`src/rtl/inst_encoder_loader.sv`:
```
// Instruction encoder and program loader.
// Turns field-level instruction requests into 32-bit decoder-format words and
// streams them into instruction memory starting at address 0. Every program is
// terminated with a halt word, including programs cut short when memory fills.
module inst_encoder_loader #(
   parameter int INST_ADDR_WIDTH    = 9,
   parameter int REGFILE_ADDR_WIDTH = 5
) (
   input  logic                          clk,
   input  logic                          reset,
   input  logic                          start,
   input  logic                          in_valid,
   output logic                          in_ready,
   input  logic [2:0]                    in_kind,
   input  logic [REGFILE_ADDR_WIDTH-1:0] in_rs1,
   input  logic [REGFILE_ADDR_WIDTH-1:0] in_rs2,
   input  logic [REGFILE_ADDR_WIDTH-1:0] in_rd,
   input  logic [3:0]                    in_func,
   input  logic [15:0]                   in_imm,
   input  logic [8:0]                    in_offset,
   input  logic                          in_last,
   output logic                          imem_we,
   output logic [INST_ADDR_WIDTH-1:0]    imem_addr,
   output logic [31:0]                   imem_wdata,
   output logic [INST_ADDR_WIDTH:0]      inst_count,
   output logic                          done,
   output logic                          overflow
);

   // Last writable address; reserved for the halt word of a truncated program.
   localparam logic [INST_ADDR_WIDTH-1:0] ADDR_MAX = {INST_ADDR_WIDTH{1'b1}};

   localparam logic [2:0] KIND_ALU   = 3'd0;
   localparam logic [2:0] KIND_ADDI  = 3'd1;
   localparam logic [2:0] KIND_LOAD  = 3'd2;
   localparam logic [2:0] KIND_STORE = 3'd3;
   localparam logic [2:0] KIND_BEQ   = 3'd4;
   localparam logic [2:0] KIND_BNEQ  = 3'd5;
   localparam logic [2:0] KIND_NOP   = 3'd6;
   localparam logic [2:0] KIND_HALT  = 3'd7;

   localparam logic [5:0] OP_ALU   = 6'b100000;
   localparam logic [5:0] OP_ADDI  = 6'b100100;
   localparam logic [5:0] OP_LOAD  = 6'b100101;
   localparam logic [5:0] OP_STORE = 6'b000110;
   localparam logic [5:0] OP_BEQ   = 6'b010000;
   localparam logic [5:0] OP_BNEQ  = 6'b001000;

   localparam logic [31:0] HALT_WORD = 32'hFC000000;

   typedef enum logic [1:0] {
      S_IDLE,
      S_RUN,
      S_HALT,
      S_DONE
   } state_t;

   state_t                     state_q, state_d;
   logic [INST_ADDR_WIDTH-1:0] next_addr_q, next_addr_d;
   logic [INST_ADDR_WIDTH:0]   inst_count_q, inst_count_d;
   logic                       imem_we_q, imem_we_d;
   logic [INST_ADDR_WIDTH-1:0] imem_addr_q, imem_addr_d;
   logic [31:0]                imem_wdata_q, imem_wdata_d;
   logic                       done_q, done_d;
   logic                       overflow_q, overflow_d;
   logic [31:0]                enc_word;
   logic                       ready;
   logic                       accept;

   // Pack the request fields for the current kind; fields the kind does not use stay out of the word.
   always_comb begin
      enc_word = 32'h0;
      unique case (in_kind)
         KIND_ALU:   enc_word = {OP_ALU, in_rs1, in_rs2, in_rd, 7'b0, in_func};
         KIND_ADDI:  enc_word = {OP_ADDI, in_rs1, in_rs2, in_imm};
         KIND_LOAD:  enc_word = {OP_LOAD, in_rs1, in_rs2, in_imm};
         KIND_STORE: enc_word = {OP_STORE, in_rs1, in_rs2, in_imm};
         KIND_BEQ:   enc_word = {OP_BEQ, in_rs1, in_rs2, 7'b0, in_offset};
         KIND_BNEQ:  enc_word = {OP_BNEQ, in_rs1, in_rs2, 7'b0, in_offset};
         KIND_NOP:   enc_word = 32'h0;
         KIND_HALT:  enc_word = HALT_WORD;
         default:    enc_word = 32'h0;
      endcase
   end

   // Beats are only taken while loading and while a slot other than the halt slot is free.
   always_comb begin
      ready  = (state_q == S_RUN) && (next_addr_q != ADDR_MAX);
      accept = in_valid && ready;
   end

   // Next-state and registered-output logic; the write strobe is a single-cycle pulse.
   always_comb begin
      state_d      = state_q;
      next_addr_d  = next_addr_q;
      inst_count_d = inst_count_q;
      imem_we_d    = 1'b0;
      imem_addr_d  = imem_addr_q;
      imem_wdata_d = imem_wdata_q;
      done_d       = done_q;
      overflow_d   = overflow_q;

      unique case (state_q)
         S_IDLE, S_DONE: begin
            if (start) begin
               state_d      = S_RUN;
               next_addr_d  = '0;
               inst_count_d = '0;
               done_d       = 1'b0;
               overflow_d   = 1'b0;
            end
         end
         S_RUN: begin
            if (accept) begin
               imem_we_d    = 1'b1;
               imem_addr_d  = next_addr_q;
               imem_wdata_d = enc_word;
               next_addr_d  = next_addr_q + 1'b1;
               inst_count_d = inst_count_q + 1'b1;
               if (in_last) begin
                  if (in_kind == KIND_HALT) begin
                     state_d = S_DONE;
                     done_d  = 1'b1;
                  end else begin
                     state_d = S_HALT;
                  end
               end
            end else if (next_addr_q == ADDR_MAX) begin
               state_d    = S_HALT;
               overflow_d = 1'b1;
            end
         end
         S_HALT: begin
            imem_we_d    = 1'b1;
            imem_addr_d  = next_addr_q;
            imem_wdata_d = HALT_WORD;
            inst_count_d = inst_count_q + 1'b1;
            state_d      = S_DONE;
            done_d       = 1'b1;
         end
         default: state_d = S_IDLE;
      endcase
   end

   // State and output registers; reset discards any write that was about to be issued.
   always_ff @(posedge clk or posedge reset) begin
      if (reset) begin
         state_q      <= S_IDLE;
         next_addr_q  <= '0;
         inst_count_q <= '0;
         imem_we_q    <= 1'b0;
         imem_addr_q  <= '0;
         imem_wdata_q <= '0;
         done_q       <= 1'b0;
         overflow_q   <= 1'b0;
      end else begin
         state_q      <= state_d;
         next_addr_q  <= next_addr_d;
         inst_count_q <= inst_count_d;
         imem_we_q    <= imem_we_d;
         imem_addr_q  <= imem_addr_d;
         imem_wdata_q <= imem_wdata_d;
         done_q       <= done_d;
         overflow_q   <= overflow_d;
      end
   end

   assign in_ready   = ready;
   assign imem_we    = imem_we_q;
   assign imem_addr  = imem_addr_q;
   assign imem_wdata = imem_wdata_q;
   assign inst_count = inst_count_q;
   assign done       = done_q;
   assign overflow   = overflow_q;

endmodule
```
`config.mk`:
```
export PLATFORM = sky130hd
export DESIGN_NAME = inst_encoder_loader
export DESIGN_NICKNAME = d
export VERILOG_FILES = /design/src/rtl/inst_encoder_loader.sv
export SDC_FILE = /design/constraint.sdc
export NUM_CORES = 1
export LEC_CHECK = 0
export ABC_AREA = 1
export CORE_MARGIN = 3
export CORE_UTILIZATION = 46
export CTS_CLUSTER_SIZE = 30
export DETAILED_ROUTE_END_ITERATION = 12
export PLACE_DENSITY = 0.89
export SKIP_CTS_REPAIR_TIMING = 1
export SLEW_MARGIN = 20
export SYNTH_ARGS = -nofsm -noshare
export SYNTH_HDL_FRONTEND = slang
export SYNTH_SLANG_ARGS = --single-unit
```
`constraint.sdc`:
```
create_clock -name clk -period 2.3 [get_ports clk]
set_input_delay 0.46 -clock clk [delete_from_list [all_inputs] [get_ports clk]]
set_output_delay 0.46 -clock clk [all_outputs]
set_load 0.02 [all_outputs]
```
==> results of run 1 <==
registers in the layout (all words and copies together), names as in the netlist:
name         count
done             1
next_addr_q      9
imem_addr        9
imem_we          1
state_q          2
imem_wdata      32
inst_count      10
overflow         1
layer usage:
layer / track usage / vias up / wire length, µm
met4: 0.09878 / 0 / 121
met5: 0 / - / 0
met1: 0.2741 / 1446 / 3473
met2: 0.3887 / 97 / 4334
met3: 0.05530 / 9 / 549
li1: - / 1521 / -
logic make-up (layout without fill, tap and decap cells):
kind of cell	Yosys count	in the layout	share of synthesized area
adder cells (fa/ha/maj)	5	5	0.01977
flip-flops	65	65	0.5140
buffers and inverters	49	177	0.07275
AO/OA/AOI/OAI	68	68	0.1210
XOR/XNOR	1	1	0.002768
AND/OR/NAND/NOR	207	207	0.2697
worst max-delay path, stage by stage (launching register included):
cell and delay (ns):
sky130_fd_sc_hd__dfrtp_1 0.37, sky130_fd_sc_hd__ha_2 0.20, sky130_fd_sc_hd__nand2_2 0.05, sky130_fd_sc_hd__inv_2 0.05
sky130_fd_sc_hd__nand4_1 0.10, sky130_fd_sc_hd__nor2_1 0.15, sky130_fd_sc_hd__ha_2 0.20, sky130_fd_sc_hd__inv_2 0.04
sky130_fd_sc_hd__nand2_2 0.06, sky130_fd_sc_hd__inv_2 0.05, sky130_fd_sc_hd__buf_6 0.12
cell usage in the layout (no fill, tap or decap), types with 2 or more instances in the layout:
| master | n |
|---|---|
| sky130_fd_sc_hd__nand2_1 | 147 |
| sky130_fd_sc_hd__clkdlybuf4s50_1 | 105 |
| sky130_fd_sc_hd__dfrtp_1 | 65 |
| sky130_fd_sc_hd__inv_1 | 30 |
| sky130_fd_sc_hd__o21ai_0 | 22 |
| sky130_fd_sc_hd__o21ai_1 | 22 |
| sky130_fd_sc_hd__nand3_1 | 21 |
| sky130_fd_sc_hd__nor2_1 | 19 |
| sky130_fd_sc_hd__buf_4 | 18 |
| sky130_fd_sc_hd__clkbuf_8 | 10 |
| sky130_fd_sc_hd__a21oi_1 | 8 |
| sky130_fd_sc_hd__nand4_1 | 7 |
| sky130_fd_sc_hd__inv_2 | 6 |
| sky130_fd_sc_hd__a22o_1 | 6 |
| sky130_fd_sc_hd__nand2_2 | 5 |
| sky130_fd_sc_hd__nor2_2 | 4 |
| sky130_fd_sc_hd__a31oi_1 | 3 |
| sky130_fd_sc_hd__o22ai_1 | 3 |
| sky130_fd_sc_hd__ha_1 | 3 |
| sky130_fd_sc_hd__clkinvlp_4 | 3 |
| sky130_fd_sc_hd__nor2_4 | 2 |
| sky130_fd_sc_hd__ha_2 | 2 |
| sky130_fd_sc_hd__bufinv_16 | 2 |
Yosys cell counts:
cell type | instances | area, µm²
sky130_fd_sc_hd__nor2_1 | 19 | 71.32
sky130_fd_sc_hd__a21oi_1 | 8 | 40.04
sky130_fd_sc_hd__a31oi_1 | 3 | 18.77
sky130_fd_sc_hd__clkbuf_2 | 1 | 5.000
sky130_fd_sc_hd__dfrtp_1 | 65 | 1627
sky130_fd_sc_hd__buf_4 | 7 | 52.55
sky130_fd_sc_hd__o21a_1 | 1 | 7.510
sky130_fd_sc_hd__o21ai_2 | 1 | 8.760
sky130_fd_sc_hd__nand3_1 | 21 | 105.1
sky130_fd_sc_hd__o21ai_0 | 22 | 110.1
sky130_fd_sc_hd__nand2_1 | 151 | 566.8
sky130_fd_sc_hd__inv_1 | 34 | 127.6
sky130_fd_sc_hd__o21ai_1 | 22 | 110.1
sky130_fd_sc_hd__a22o_1 | 6 | 52.55
sky130_fd_sc_hd__o22ai_1 | 3 | 18.77
sky130_fd_sc_hd__nor2_2 | 4 | 25.02
sky130_fd_sc_hd__inv_2 | 2 | 7.510
sky130_fd_sc_hd__o31ai_1 | 1 | 7.510
sky130_fd_sc_hd__a21oi_2 | 1 | 8.760
sky130_fd_sc_hd__buf_6 | 2 | 22.52
sky130_fd_sc_hd__nor2_4 | 2 | 22.52
sky130_fd_sc_hd__nand4_1 | 7 | 43.79
sky130_fd_sc_hd__ha_1 | 5 | 62.56
sky130_fd_sc_hd__xor2_1 | 1 | 8.760
sky130_fd_sc_hd__or2_0 | 1 | 6.260
sky130_fd_sc_hd__nand2_2 | 2 | 12.51
sky130_fd_sc_hd__buf_2 | 3 | 15.01
metrics by stage:
step | hold WS [ns] | setup slack [ns] | instance area [µm²] | setup TNS [ns] | std cells
final | 0.4814 | 0.1160 | 4632 | 0 | 600
after global routing | 0.5030 | -0.01290 | 4632 | -0.01290 | 600
after CTS | 0.4834 | -0.4162 | 4591 | -0.4162 | 597
after detailed placement | 0.4650 | -0.01101 | 4362 | -0.01101 | 581
after global placement | 0.4605 | 0.04141 | 4362 | 0 | 581
after floorplan | 0.4749 | 0.2135 | 3164 | 0 | 395
where the power goes:
group          leakage [µW]  switching (µW)  total (µW)  internal [µW]
clock              0.000105             453        1090            641
combinational       0.00121            1790        2970           1180
sequential         0.000857             206        1680           1480
total               0.00217            2450        5750           3300
how the worst min path moves through the flow:
| stage | end | slack, ns | start |
|---|---|---|---|
| 2_1_floorplan | next_addr_q[7] | 0.47 | next_addr_q[7] |
| 3_3_place_gp | imem_wdata[6] | 0.46 | imem_wdata[6] |
| 3_5_place_dp | imem_wdata[8] | 0.46 | imem_wdata[8] |
| 4_1_cts | imem_wdata[8] | 0.48 | imem_wdata[8] |
| 5_1_grt | imem_wdata[14] | 0.50 | imem_wdata[14] |
| 6_report | imem_wdata[8] | 0.48 | imem_wdata[8] |
cell type report:
type / instances / area, µm² / share of cell area
Timing Repair Buffer: 125 / 1217 / 0.2628
Clock inverter: 6 / 91.34 / 0.01972
Sequential cell: 65 / 1627 / 0.3512
Multi-Input combinational cell: 281 / 1328 / 0.2866
Tap cell: 77 / 96.34 / 0.02080
Clock buffer: 10 / 137.6 / 0.02971
Inverter: 36 / 135.1 / 0.02917
==> results.txt, run 1 <==
* Run status: finished clean
* Synth Area per Inst: 8.011 µm²
* Seq/Total Area, Yosys: 0.5140
- Clock latency on the worst-skew pair: 0.34 ns
- After floorplanning, the core was divided into 29 placement rows.
* Total die area: 7910 µm²
* Placeable core region: 6495 µm²
- The initial utilization of the core area, before any placement, comes to 0.4872.
- The worst path needs 2.184 ns of the cycle, external delays included.
- CTS placed an instance of sky130_fd_sc_hd__clkbuf_8 at the clock tree root.
- Arrival time reported for the critical path endpoint: 1.72 ns
- Reg-to-reg endpoint: inst_count[9]
* GRT Util Overall: 0.2275
* Destination of the critical timing path: in_ready
- Reg2reg path depth: 13
- The clock passes through at most 2 buffers.
* Final hold violations: 0
* Start of the worst register-to-register path: next_addr_q[1]
- For this design the top-level I/O count stands at 107.
- First DRT Iteration DRCs: 201
* Chip width: 88.94 µm
- Average routed wire per standard cell: 14.13 µm
- Global-route wire length before repair: 13.90 mm
- Synth Warn #: 0
- By startpoint and endpoint, the worst setup path is classified as flop to output pin.
* Power density of the placed cells: 1241 nW/µm²
- Final count of negative-setup-slack endpoints: 0
- The design draws 5750 µW.
- The worst hold path belongs to the class flop to flop.
- Placer Congestion: 0.8624
- Number of synthesized register bits: 65
- Largest net degree at the start of global routing: 66
* Internal reg-to-reg setup slack: 0.23 ns
- Nets in the synthesized netlist: 452
- Type of element capturing the critical path: output pin
- Post-DP HPWL: 6.161 mm
- Startpoint type of the worst setup path: flop
* VDD IR-drop max: 0.5394 mV
- After detailed routing, the number of vias per cell comes to 5.122.
- Leak: 0.002171 µW
- Worst slew margin: 0.7362
* Share of the core filled with cells in the final layout: 0.7132
- The initial antenna violation count was 0.
- Wire length reported by the detailed router: 8.478 mm
- Clk_skew: 0.009180 ns
* Die height: 88.94 µm
- Along the worst path, the maximum fanout reaches 3.
- After filler insertion, the fill cell instance count of the layout stands at 496.
- RSZ-0062 raised after global routing: yes
- Counting every sink on the clock net gives 65.
- Total CTS buffers: 9
* Level count of the clock H-tree: 3
* Number of pins with negative max-slew slack in the final report: 0
- TritonCTS built the clock tree.
- Summed over all layers, the global routing overflow is 0.
- Synthesis handed over a netlist of 395 instances.
* Synthesis-to-layout area growth: 46.38%
- After clock tree synthesis, the clock-pin slew on the worst setup and hold paths is 0.07 ns.
* Routed via count: 3,073
- Required arrival time at the worst endpoint: 1.84 ns
* Hold depth: 2
- Layout Nets: 575
- Start point of the critical path: next_addr_q[1]
- After synthesis the cells add up to 3164 µm².
* Drt pass-1 iters: 4
- The via count of the first global-routing pass is 3,012.
- Detailed-route DRC error count: 0
- Library cells used by synthesis: 27
* Maximum capacitance violations: 0
- In the finished design, the share of the clock period the worst path needs comes to 0.9496.
- In this run the tool buffered the top-level ports with 106 buffer cells.
* Actual transition at the worst max-transition pin: 0.3948 ns
- The number of antenna diodes in the final layout is 0.
- Remaining antenna violation count: 0
- Derived from the worst setup path, the maximum achievable clock frequency is 0.4579 GHz.
- Of the cells placed in the final design, the portion with a size suffix greater than 1 is 0.1109.
Note: power is estimated with default switching activity, not from simulation.
==> run 2: changes to the inputs <==
--- a/config.mk
+++ b/config.mk
@@ -11,7 +11,6 @@
 export CTS_CLUSTER_SIZE = 30
 export DETAILED_ROUTE_END_ITERATION = 12
 export PLACE_DENSITY = 0.89
-export SKIP_CTS_REPAIR_TIMING = 1
 export SLEW_MARGIN = 20
 export SYNTH_ARGS = -nofsm -noshare
 export SYNTH_HDL_FRONTEND = slang
==> results of run 2 <==
Final layout, timing and power as in run 1 (identical DEF).
==> run 3: changes to the inputs <==
--- a/config.mk
+++ b/config.mk
@@ -10,7 +10,7 @@
 export CORE_UTILIZATION = 46
 export CTS_CLUSTER_SIZE = 30
 export DETAILED_ROUTE_END_ITERATION = 12
-export PLACE_DENSITY = 0.89
+export PLACE_DENSITY = 0.82
 export SLEW_MARGIN = 20
 export SYNTH_ARGS = -nofsm -noshare
 export SYNTH_HDL_FRONTEND = slang
==> results.txt, run 3 (synthesized netlist as in run 1, its figures left out) <==
- Placeable core region: 6495 µm² (unchanged)
- The largest stage delay on the critical path is 0.36 ns (was 0.37 ns).
* Count of buffering cells on the critical path with inverters included: 4 (unchanged)
- The worst-case clock skew was 0.01855 ns (was 0.009180 ns).
* Worst slew margin: 0.6284 (was 0.7362)
- Placer Congestion: 0.8392 (was 0.8624)
- The clock slew seen by the registers of the worst setup and hold paths is 0.07 ns (about the same).
* Sequence of cells on the critical path: ha_2 -> nand2_1 -> inv_2 -> nand4_1 -> nor2_1 -> ha_2 -> inv_2 -> nand2_2 -> inv_2 -> buf_6 (was ha_2 -> nand2_2 -> inv_2 -> nand4_1 -> nor2_1 -> ha_2 -> inv_2 -> nand2_2 -> inv_2 -> buf_6)
- The count of endpoints failing hold in the final timing report was 0 (unchanged).
* IO buf count: 106 (unchanged)
- Required arrival time at the worst endpoint: 1.84 ns (about the same)
- The net count reported at finish was 575 (unchanged).
* Global-route wire length before repair: 13.58 mm (was 13.90 mm)
* Kind of critical path: flop to output pin (unchanged)
- Detailed-route DRC error count: 0 (unchanged)
- Commonest cells after routing, fill and taps aside: sky130_fd_sc_hd__nand2_1, sky130_fd_sc_hd__clkdlybuf4s50_1, sky130_fd_sc_hd__dfrtp_1 (unchanged).
* Total congestion overflow: 0 (unchanged)
- Total negative slack for setup checks: 0 ns (unchanged)
* Chip width: 88.94 µm (unchanged)
* Die height: 88.94 µm (unchanged)
- The deepest clock path buffer count is 2 (unchanged).
* Cell type of the slowest stage on the worst timing path: sky130_fd_sc_hd__dfrtp_1 (unchanged)
* Total die area: 7910 µm² (unchanged)
- The cell chosen for the clock root was sky130_fd_sc_hd__clkbuf_8 (unchanged).
- The maximum number of pins on one net before global-route repair was 56 (was 66).
- Final count of negative-setup-slack endpoints: 0 (unchanged)
- The number of pins exceeding their max-slew limit in the final report came to 0 (unchanged).
* Gate family responsible for the most delay along the worst path: adder cells (unchanged)
- Wire length reported by the detailed router: 8.268 mm (was 8.478 mm)
- The relative area change from synthesis to final layout is 46.46% (was 46.38%).
- The initial core utilization is 0.4872 (unchanged).
- The max-capacitance violation count was 0 (unchanged).
* CP Depth: 10 (unchanged)
- The minimum period implied by the final worst setup slack is 2.143 ns (was 2.184 ns).
- Clock sink total: 65 (unchanged)
* Clock latency on the worst-skew pair: 0.34 ns (about the same)
* Level count of the clock H-tree: 3 (unchanged)
- Avg Vias per Cell: 5.048 (was 5.122)
* Power density of the placed cells: 1232 nW/µm² (was 1241 nW/µm²)
- The cell leakage power is 0.002184 µW (was 0.002171 µW).
- The class of the worst hold path is flop to flop (unchanged).
- GRT Util Overall: 0.2216 (was 0.2275)
- The most frequent standard cell in the layout excluding fill and tap cells was sky130_fd_sc_hd__nand2_1 (unchanged).
- Max FFs per register: 32 (unchanged)
- Total CTS buffers: 9 (unchanged)
- Actual transition at the worst max-transition pin: 0.5566 ns (was 0.3948 ns)
- Type of element capturing the critical path: output pin (unchanged)
* Run status: finished clean (unchanged)
* Worst-path fanout max: 3 (unchanged)
- The estimated wirelength of the detail-placed design was 6.029 mm (was 6.161 mm).
- Startpoint type of the worst setup path: flop (unchanged)
- The number of cells on the worst hold path is 2 (unchanged).
* Crit share post-route: 0.9316 (was 0.9496)
- Initial antenna violation count: 0 (unchanged)
* Drt pass-1 iters: 5 (was 4)
- The worst reg2reg path depth was 14 (was 13).
- Average routed wire per standard cell: 13.78 µm (was 14.13 µm)
- Remaining antenna violation count: 0 (unchanged)
- Most Frequent Cell on Critical Path: sky130_fd_sc_hd__inv_2 (unchanged)
- Peak Freq: 0.4667 GHz (was 0.4579 GHz)
* Arrival time reported for the critical path endpoint: 1.68 ns (was 1.72 ns)
* Number of global-route vias before repair: 2,997 (was 3,012)
- The worst hold slack is 0.4821 ns (was 0.4814 ns).
- The post-cts hold buffer count is 0 (unchanged).
- The number of ports placed on the die boundary was 107 (unchanged).
- The clock tree from TritonCTS is done (unchanged).
- Share of final-layout standard cells stronger than drive strength 1: 0.1071 (was 0.1109)
- The maximum ir drop on the vdd rail is 0.8737 mV (was 0.5394 mV).
- The overall via count from detail_route came to 3,029 (was 3,073).
* Final antenna diode count: 0 (unchanged)
- The number of DRC markers after the initial detailed-route iteration came to 189 (was 201).
* Share of the core filled with cells in the final layout: 0.7135 (was 0.7132)
* Number of core rows: 29 (unchanged)
[run 3: repair_timing]
action / 4_1_cts / 5_1_grt
gates cloned: 0 / 0
pin swaps: 0 / 3
gates resized for setup: 4 / 8
setup endpoints to repair: 1 / 1
setup buffers: 0 / 4
[run 3: layer usage]
metal	wire length [µm]	share of wire	track usage	up-vias
met3	665	0.080	0.06267	6
met1	3414	0.41	0.2660	1381
met2	4123	0.50	0.3752	118
li1	-	-	-	1524
met4	63	0.0076	0.09202	0
met5	0	0	0	-
[run 3: metrics by stage]
| step | cell area (µm²) | setup slack (ns) | power [µW] | cells |
|---|---|---|---|---|
| after floorplan | 3164 | 0.2135 | 3502 | 395 |
| after global placement | 4367 | 0.03756 | 4536 | 580 |
| after detailed placement | 4367 | -0.005685 | 4606 | 580 |
| after CTS | 4591 | 0.06261 | 5721 | 596 |
| after global routing | 4634 | -0.01342 | 6151 | 600 |
| final | 4634 | 0.1573 | 5710 | 600 |
[run 3: worst paths after layout]
kind | startpoint | to | slack [ns]
max | next_addr_q[1] | in_ready | 0.16
min | imem_wdata[7] | imem_wdata[7] | 0.48
max reg2reg | next_addr_q[1] | done | 0.20
min reg2reg | imem_wdata[7] | imem_wdata[7] | 0.48
max in group asynchronous | reset | imem_wdata[30] | 1.23
min in group asynchronous | reset | imem_wdata[17] | 0.49
[run 3: worst min-delay path: cells and delay by family (launching register included)]
family | cells | cell delay (ns)
and+or+nand+nor | 2 | 0.10
DFF | 1 | 0.34
[run 3: final cells by class]
class                      instances  area [µm²]
clock inverter                     5       77.57
fill                             529        1861
inverter                          36       135.1
sequential                        65        1627
multi-input combinational        281        1318
clock buffer                      11       151.4
tap                               77       96.34
timing repair buffer             125        1230
[run 3: where the power goes]
| group | internal [µW] | total [µW] | switching [µW] |
|---|---|---|---|
| logic | 1170 | 2920 | 1750 |
| registers | 1480 | 1690 | 207 |
| clock network | 666 | 1110 | 440 |
==> edit 1: new RTL, flow settings as in run 1 <==
The 4 states of `state_t` get a one-hot encoding in 4 bits.
--- a/src/rtl/inst_encoder_loader.sv
+++ b/src/rtl/inst_encoder_loader.sv
@@ -49,9 +49,9 @@
    localparam logic [31:0] HALT_WORD = 32'hFC000000;
 
-   typedef enum logic [1:0] {
-      S_IDLE,
-      S_RUN,
-      S_HALT,
-      S_DONE
+   typedef enum logic [3:0] {
+      S_IDLE = 4'b0001,
+      S_RUN  = 4'b0010,
+      S_HALT = 4'b0100,
+      S_DONE = 4'b1000
    } state_t;
 
Behaviour: same outputs for any inputs over 10 cycles, from zero or initial values and one cycle with reset high; not proved beyond that.
==> edit 1 against run 1 <==
Synthesized area grew 7.5%. Setup slack lost 16 ps. Critical path depth shrank 2. Cell area grew 4.6%. Combinational power shrank 17%. Total power shrank 9.1%. Register-to-register slack lost 50 ps. Sequential cell count grew 2. Non-clock buffer count shrank 4. Core utilization shrank 1.9 points. Routed wire length grew 8.5%. Critical path type unchanged. Critical endpoint unchanged. Largest power group unchanged. Highest routed layer unchanged.
==> edit 1: results (changes against run 1) <==
| Metric | Value |
|---|---|
| Post-Syn Nets | `492 (was 452)` |
| Top cells by area, synth | `dfrtp_1 (49%), nand2_1 (21%), nand3_1 (6.6%) (was dfrtp_1 (51%), nand2_1 (18%), inv_1 (4.0%))` |
| DP HPWL | `6.80 mm (was 6.16 mm)` |
| Post-synth cell types | `29 (was 27)` |
| Worst vdd ir | `0.000632 V (was 0.000539 V)` |
| Initial antenna violation count | `0 (unchanged)` |
| Internal | `3.07 mW (was 3.30 mW)` |
| Vias | `3285 (was 3073)` |
| DRT iter0 DRCs | `156 (was 201)` |
| Pre-CTS setup slack | `9.35 ps (was -11.0 ps)` |
| First-pass GRT wire length | `15.4 mm (was 13.9 mm)` |
| Port Buffers | `106 (unchanged)` |
| Total track usage | `23.1% (was 22.8%)` |
| Synth top cells by count | `nand2_1 (188), dfrtp_1 (66), nand3_1 (45) (was nand2_1 (151), dfrtp_1 (65), inv_1 (34))` |
| Worst-path fanout max | `3 (unchanged)` |
| Worst setup startpoint | `next_addr_q[0]$_DFFE_PP0P_ (was next_addr_q[1]$_DFFE_PP0P_)` |
| Worst skew pair latency | `350 ps` |
| Sequential fraction of the synthesis area | `49.3% (was 51.4%)` |
| Clk pin slew, worst setup/hold paths | `90 ps (was 70 ps)` |
| Layout Skew | `13.7 ps (was 9.18 ps)` |
| Crit-path slowest cell | `dfrtp_1 (unchanged)` |
| Post-synth ARST share | `100% (unchanged)` |
| Wirelength, routed | `9.20 mm (was 8.48 mm)` |
| CTS H-Tree Depth | `3 (unchanged)` |
| Terminus of the critical flop-to-flop path | `imem_wdata[26]$_DFFE_PP0P_ (was inst_count[9]$_DFFE_PP0P_)` |
| Fin nets | `612 (was 575)` |
| Vias in the first global route | `3194 (was 3012)` |
| Worst r2r path cells | `14 (was 13)` |
| Worst hold margin | `457 ps (was 481 ps)` |
| Placer Congestion | `0.866 (was 0.862)` |
| Worst min path class | `input pin to asynchronous set/reset pin (was register to register)` |
| Placed cell areas | `0.00464 mm^2 (was 0.00436 mm^2)` |
| Largest net degree at the start of global routing | `26 (was 66)` |
| Max stage delay on crit path | `380 ps` |
| Drt pass-1 iters | `4 (unchanged)` |
| Worst R2R Setup Slack | `180 ps (was 230 ps)` |
| Clk root buf | `clkbuf_8 (unchanged)` |
| FF-to-FF Start | `next_addr_q[0]$_DFFE_PP0P_ (was next_addr_q[1]$_DFFE_PP0P_)` |
| Worst Tran Pin Value | `551 ps (was 395 ps)` |
| CP arrival | `1740 ps (was 1720 ps)` |
| Longest Clk Path Bufs | `2 (unchanged)` |
| Status | `finished clean (unchanged)` |
| Leak | `2.37 nW (was 2.17 nW)` |
| Comb pwr share | `47.1% (was 51.7%)` |
| Layout cells sized above 1 | `10.7% (was 11.1%)` |
==> edit 1: changes by cell type in the layout (fill, tap and decap cells not counted), moves of 6 or more <==
cell     delta
nand3_1    +24
o21ai_1    -19
a22o_1      -6
nand2_1    +41
o21ai_2    +11
o21ai_0    -19
nor2_1     +16
==> edit 1: through the flow <==
stage          cells  TNS [ps]
4_1_cts          658      -373
3_5_place_dp     642         0
2_1_floorplan    437         0
5_1_grt          658         0
6_report         658         0
3_3_place_gp     642         0
==> edit 1: cell type report <==
cell class | instances | area (um^2)
Sequential cell | 67 | 1680
Multi-Input combinational cell | 325 | 1510
Timing Repair Buffer | 121 | 1210
Tap cell | 96 | 120
Fill cell | 566 | 2130
Clock inverter | 6 | 65.1
Clock buffer | 10 | 138
Inverter | 33 | 126
==> edit 1: kinds of logic after synthesis <==
group                      Yosys count  share of synthesized area [%]
AOI/OAI and AO/OA                   36                           7.36
xor gates and xnor gates             2                          0.515
DFF                                 67                           49.3
buffers and inverters               45                           6.51
adders and majority gates            3                           1.10
and+or+nand+nor                    284                           35.2
==> edit 1: worst max path at each step <==
stage | slack [ps] | to | cells past startpoint
4_1_cts | -370 | in_ready | 8
6_report | 100 | in_ready | 8
5_1_grt | 10 | in_ready | 8
3_5_place_dp | 9 | in_ready | 8
2_1_floorplan | 160 | done$_DFFE_PP0P_ | 1
3_3_place_gp | 70 | in_ready | 8
==> edit 1: power by group through the flow <==
stage                     clock, mW  sequential [mW]  combinational [mW]
after floorplan                   0             2.14                1.10
after global placement            0             1.76                2.39
after detailed placement          0             1.78                2.46
after CTS                      1.01             1.76                2.47
after global routing           1.07             1.82                2.69
final                         0.997             1.77                2.46
==> edit 1: routing by layer <==
layer  wire length, um  up-vias  global-route usage (%)
met3               448       12                    6.97
met1              3900     1567                    29.2
met5                 0        -                       0
met4               124        0                    6.68
li1                  -     1626                       -
met2              4730       80                    38.3
==> edit 1: critical path: cells and delay by family (launching register included) <==
family | cells | cell delay [ps]
buffers and inverters | 2 | 240
adders and majority gates | 2 | 410
and+or+nand+nor | 4 | 380
DFF | 1 | 380
==> edit 2: new RTL, settings of run 1 <==
Made on the original files. `INST_ADDR_WIDTH`: 9 -> 7.
--- a/src/rtl/inst_encoder_loader.sv
+++ b/src/rtl/inst_encoder_loader.sv
@@ -4,5 +4,5 @@
 // terminated with a halt word, including programs cut short when memory fills.
 module inst_encoder_loader #(
-   parameter int INST_ADDR_WIDTH    = 9,
+   parameter int INST_ADDR_WIDTH    = 7,
    parameter int REGFILE_ADDR_WIDTH = 5
 ) (
Interface: changed (resized imem_addr and inst_count); port bits go from 107 to 103. No check against the original RTL was run, so the function may have changed too.
==> edit 2 against run 1 <==
Synthesized area up 1.2%. Critical path depth fell by 3. Via count down 3.0%. Setup slack gained 130 ps. Hold slack worse by 2.4 ps. Routed wire length down 3.6%. Sequential cell count fell by 6. Clock skew down 1.0 ps. Highest routed layer unchanged. Cell area decreased by 3.9%. Total power is 4.3% lower. Core utilization fell by 3.2 points.
==> edit 2: results (changes against run 1) <==
| Metric | Value |
|---|---|
| Status | `finished clean (unchanged)` |
| Max stage delay on crit path | `410 ps (was 370 ps)` |
| Routed WL per cell | `14.2 um (was 14.1 um)` |
| Hold path start | `imem_wdata[24]$_DFFE_PP0P_ (was imem_wdata[8]$_DFFE_PP0P_)` |
| Total track usage | `21.5% (was 22.8%)` |
| Layout Skew | `8.15 ps (was 9.18 ps)` |
| Worst Hold Path EP | `imem_wdata[24]$_DFFE_PP0P_ (was imem_wdata[8]$_DFFE_PP0P_)` |
| Placed cell areas | `0.00427 mm^2 (was 0.00436 mm^2)` |
| FF-to-FF Start | `state_q[0]$_DFFE_PP0P_ (was next_addr_q[1]$_DFFE_PP0P_)` |
| Uppermost layer routed | `met4 (unchanged)` |
| CP arrival | `1590 ps (was 1720 ps)` |
| Pre-CTS setup slack | `174 ps (was -11.0 ps)` |
| DP HPWL | `5.98 mm (was 6.16 mm)` |
| Vias in the first global route | `2838 (was 3012)` |
| Post-Syn Nets | `446 (was 452)` |
| Largest net degree at the start of global routing | `60 (was 66)` |
| Terminus of the critical flop-to-flop path | `imem_wdata[9]$_DFFE_PP0P_ (was inst_count[9]$_DFFE_PP0P_)` |
| WL met1 | `3.44 mm (was 3.47 mm)` |
| Top cells by area, synth | `dfrtp_1 (46%), nand2_1 (17%), o21ai_2 (9.8%) (was dfrtp_1 (51%), nand2_1 (18%), inv_1 (4.0%))` |
| Synth top cells by count | `nand2_1 (141), dfrtp_1 (59), nand3_1 (46) (was nand2_1 (151), dfrtp_1 (65), inv_1 (34))` |
| Max-slew headroom | `48.2% (was 73.6%)` |
| Initial antenna violation count | `0 (unchanged)` |
| Vias | `2981 (was 3073)` |
| Maximum clock frequency | `0.487 GHz (was 0.458 GHz)` |
| Worst vdd ir | `0.00120 V (was 0.000539 V)` |
| Combinational logic power | `3.07 mW (was 2.97 mW)` |
| Post-synth cell types | `30 (was 27)` |
| Worst hold margin | `479 ps (was 481 ps)` |
| Clk pin slew, worst setup/hold paths | `60 ps` |
| CP delay by family, top | `flip-flops (was adder cells)` |
| Port Buffers | `102 (was 106)` |
| First-pass GRT wire length | `13.4 mm (was 13.9 mm)` |
| Final total power | `5.50 mW (was 5.75 mW)` |
| Sequential fraction of the synthesis area | `46.1% (was 51.4%)` |
| DRT iter0 DRCs | `137 (was 201)` |
| Met3 wire length | `510 um (was 549 um)` |
| Net Sw Power | `2.48 mW (was 2.45 mW)` |
| Fill count | `511 (was 496)` |
| Seq power | `1.57 mW (was 1.68 mW)` |
| Vias per cell | `5.18 (was 5.12)` |
| Routed met2 length | `4.17 mm (was 4.33 mm)` |
| Syn Area/Cell | `8.21 um^2 (was 8.01 um^2)` |
| Worst r2r path cells | `5 (was 13)` |
| Leak | `2.03 nW (was 2.17 nW)` |
| Fin nets | `550 (was 575)` |
| Layout cells sized above 1 | `13.9% (was 11.1%)` |
| Inst Count DP | `560 (was 581)` |
| Worst-path fanout max | `4 (was 3)` |
| Worst R2R Setup Slack | `390 ps (was 230 ps)` |
| GR Util met2 | `37.7% (was 38.9%)` |
| PD cells | `1240 mW/mm^2 (about the same)` |
edit 2: cell types whose count changed after synthesis, sizes merged, moves of 6 or more:
cell,run 1,this run
nand2,153,144
nand3,21,47
inv,36,21
a22o,6,0
dfrtp,65,59
nand4,7,1
edit 2: cells by family after synthesis:
family	share of synthesized area, %
AND/OR/NAND/NOR	29.8
AO/OA/AOI/OAI	14.9
flip-flops	46.1
buffers and inverters	6.84
adder cells (fa/ha/maj)	1.56
XOR/XNOR	0.821
edit 2: area by class of cell:
cell class / count / area share (%)
multi-input cells: 292 / 33.9
flip-flops and latches: 59 / 33.2
repair buffers: 110 / 24.9
clock buffers: 13 / 3.80
well taps: 77 / 2.17
inverters: 22 / 1.86
clock inverters: 2 / 0.225
edit 2: worst reg2reg max path, delay by kind of cell (launching register included):
family | cells | cell delay (ps)
fa+ha+maj | 1 | 350
flops | 1 | 380
buf+inv | 2 | 690
compound gates | 2 | 420
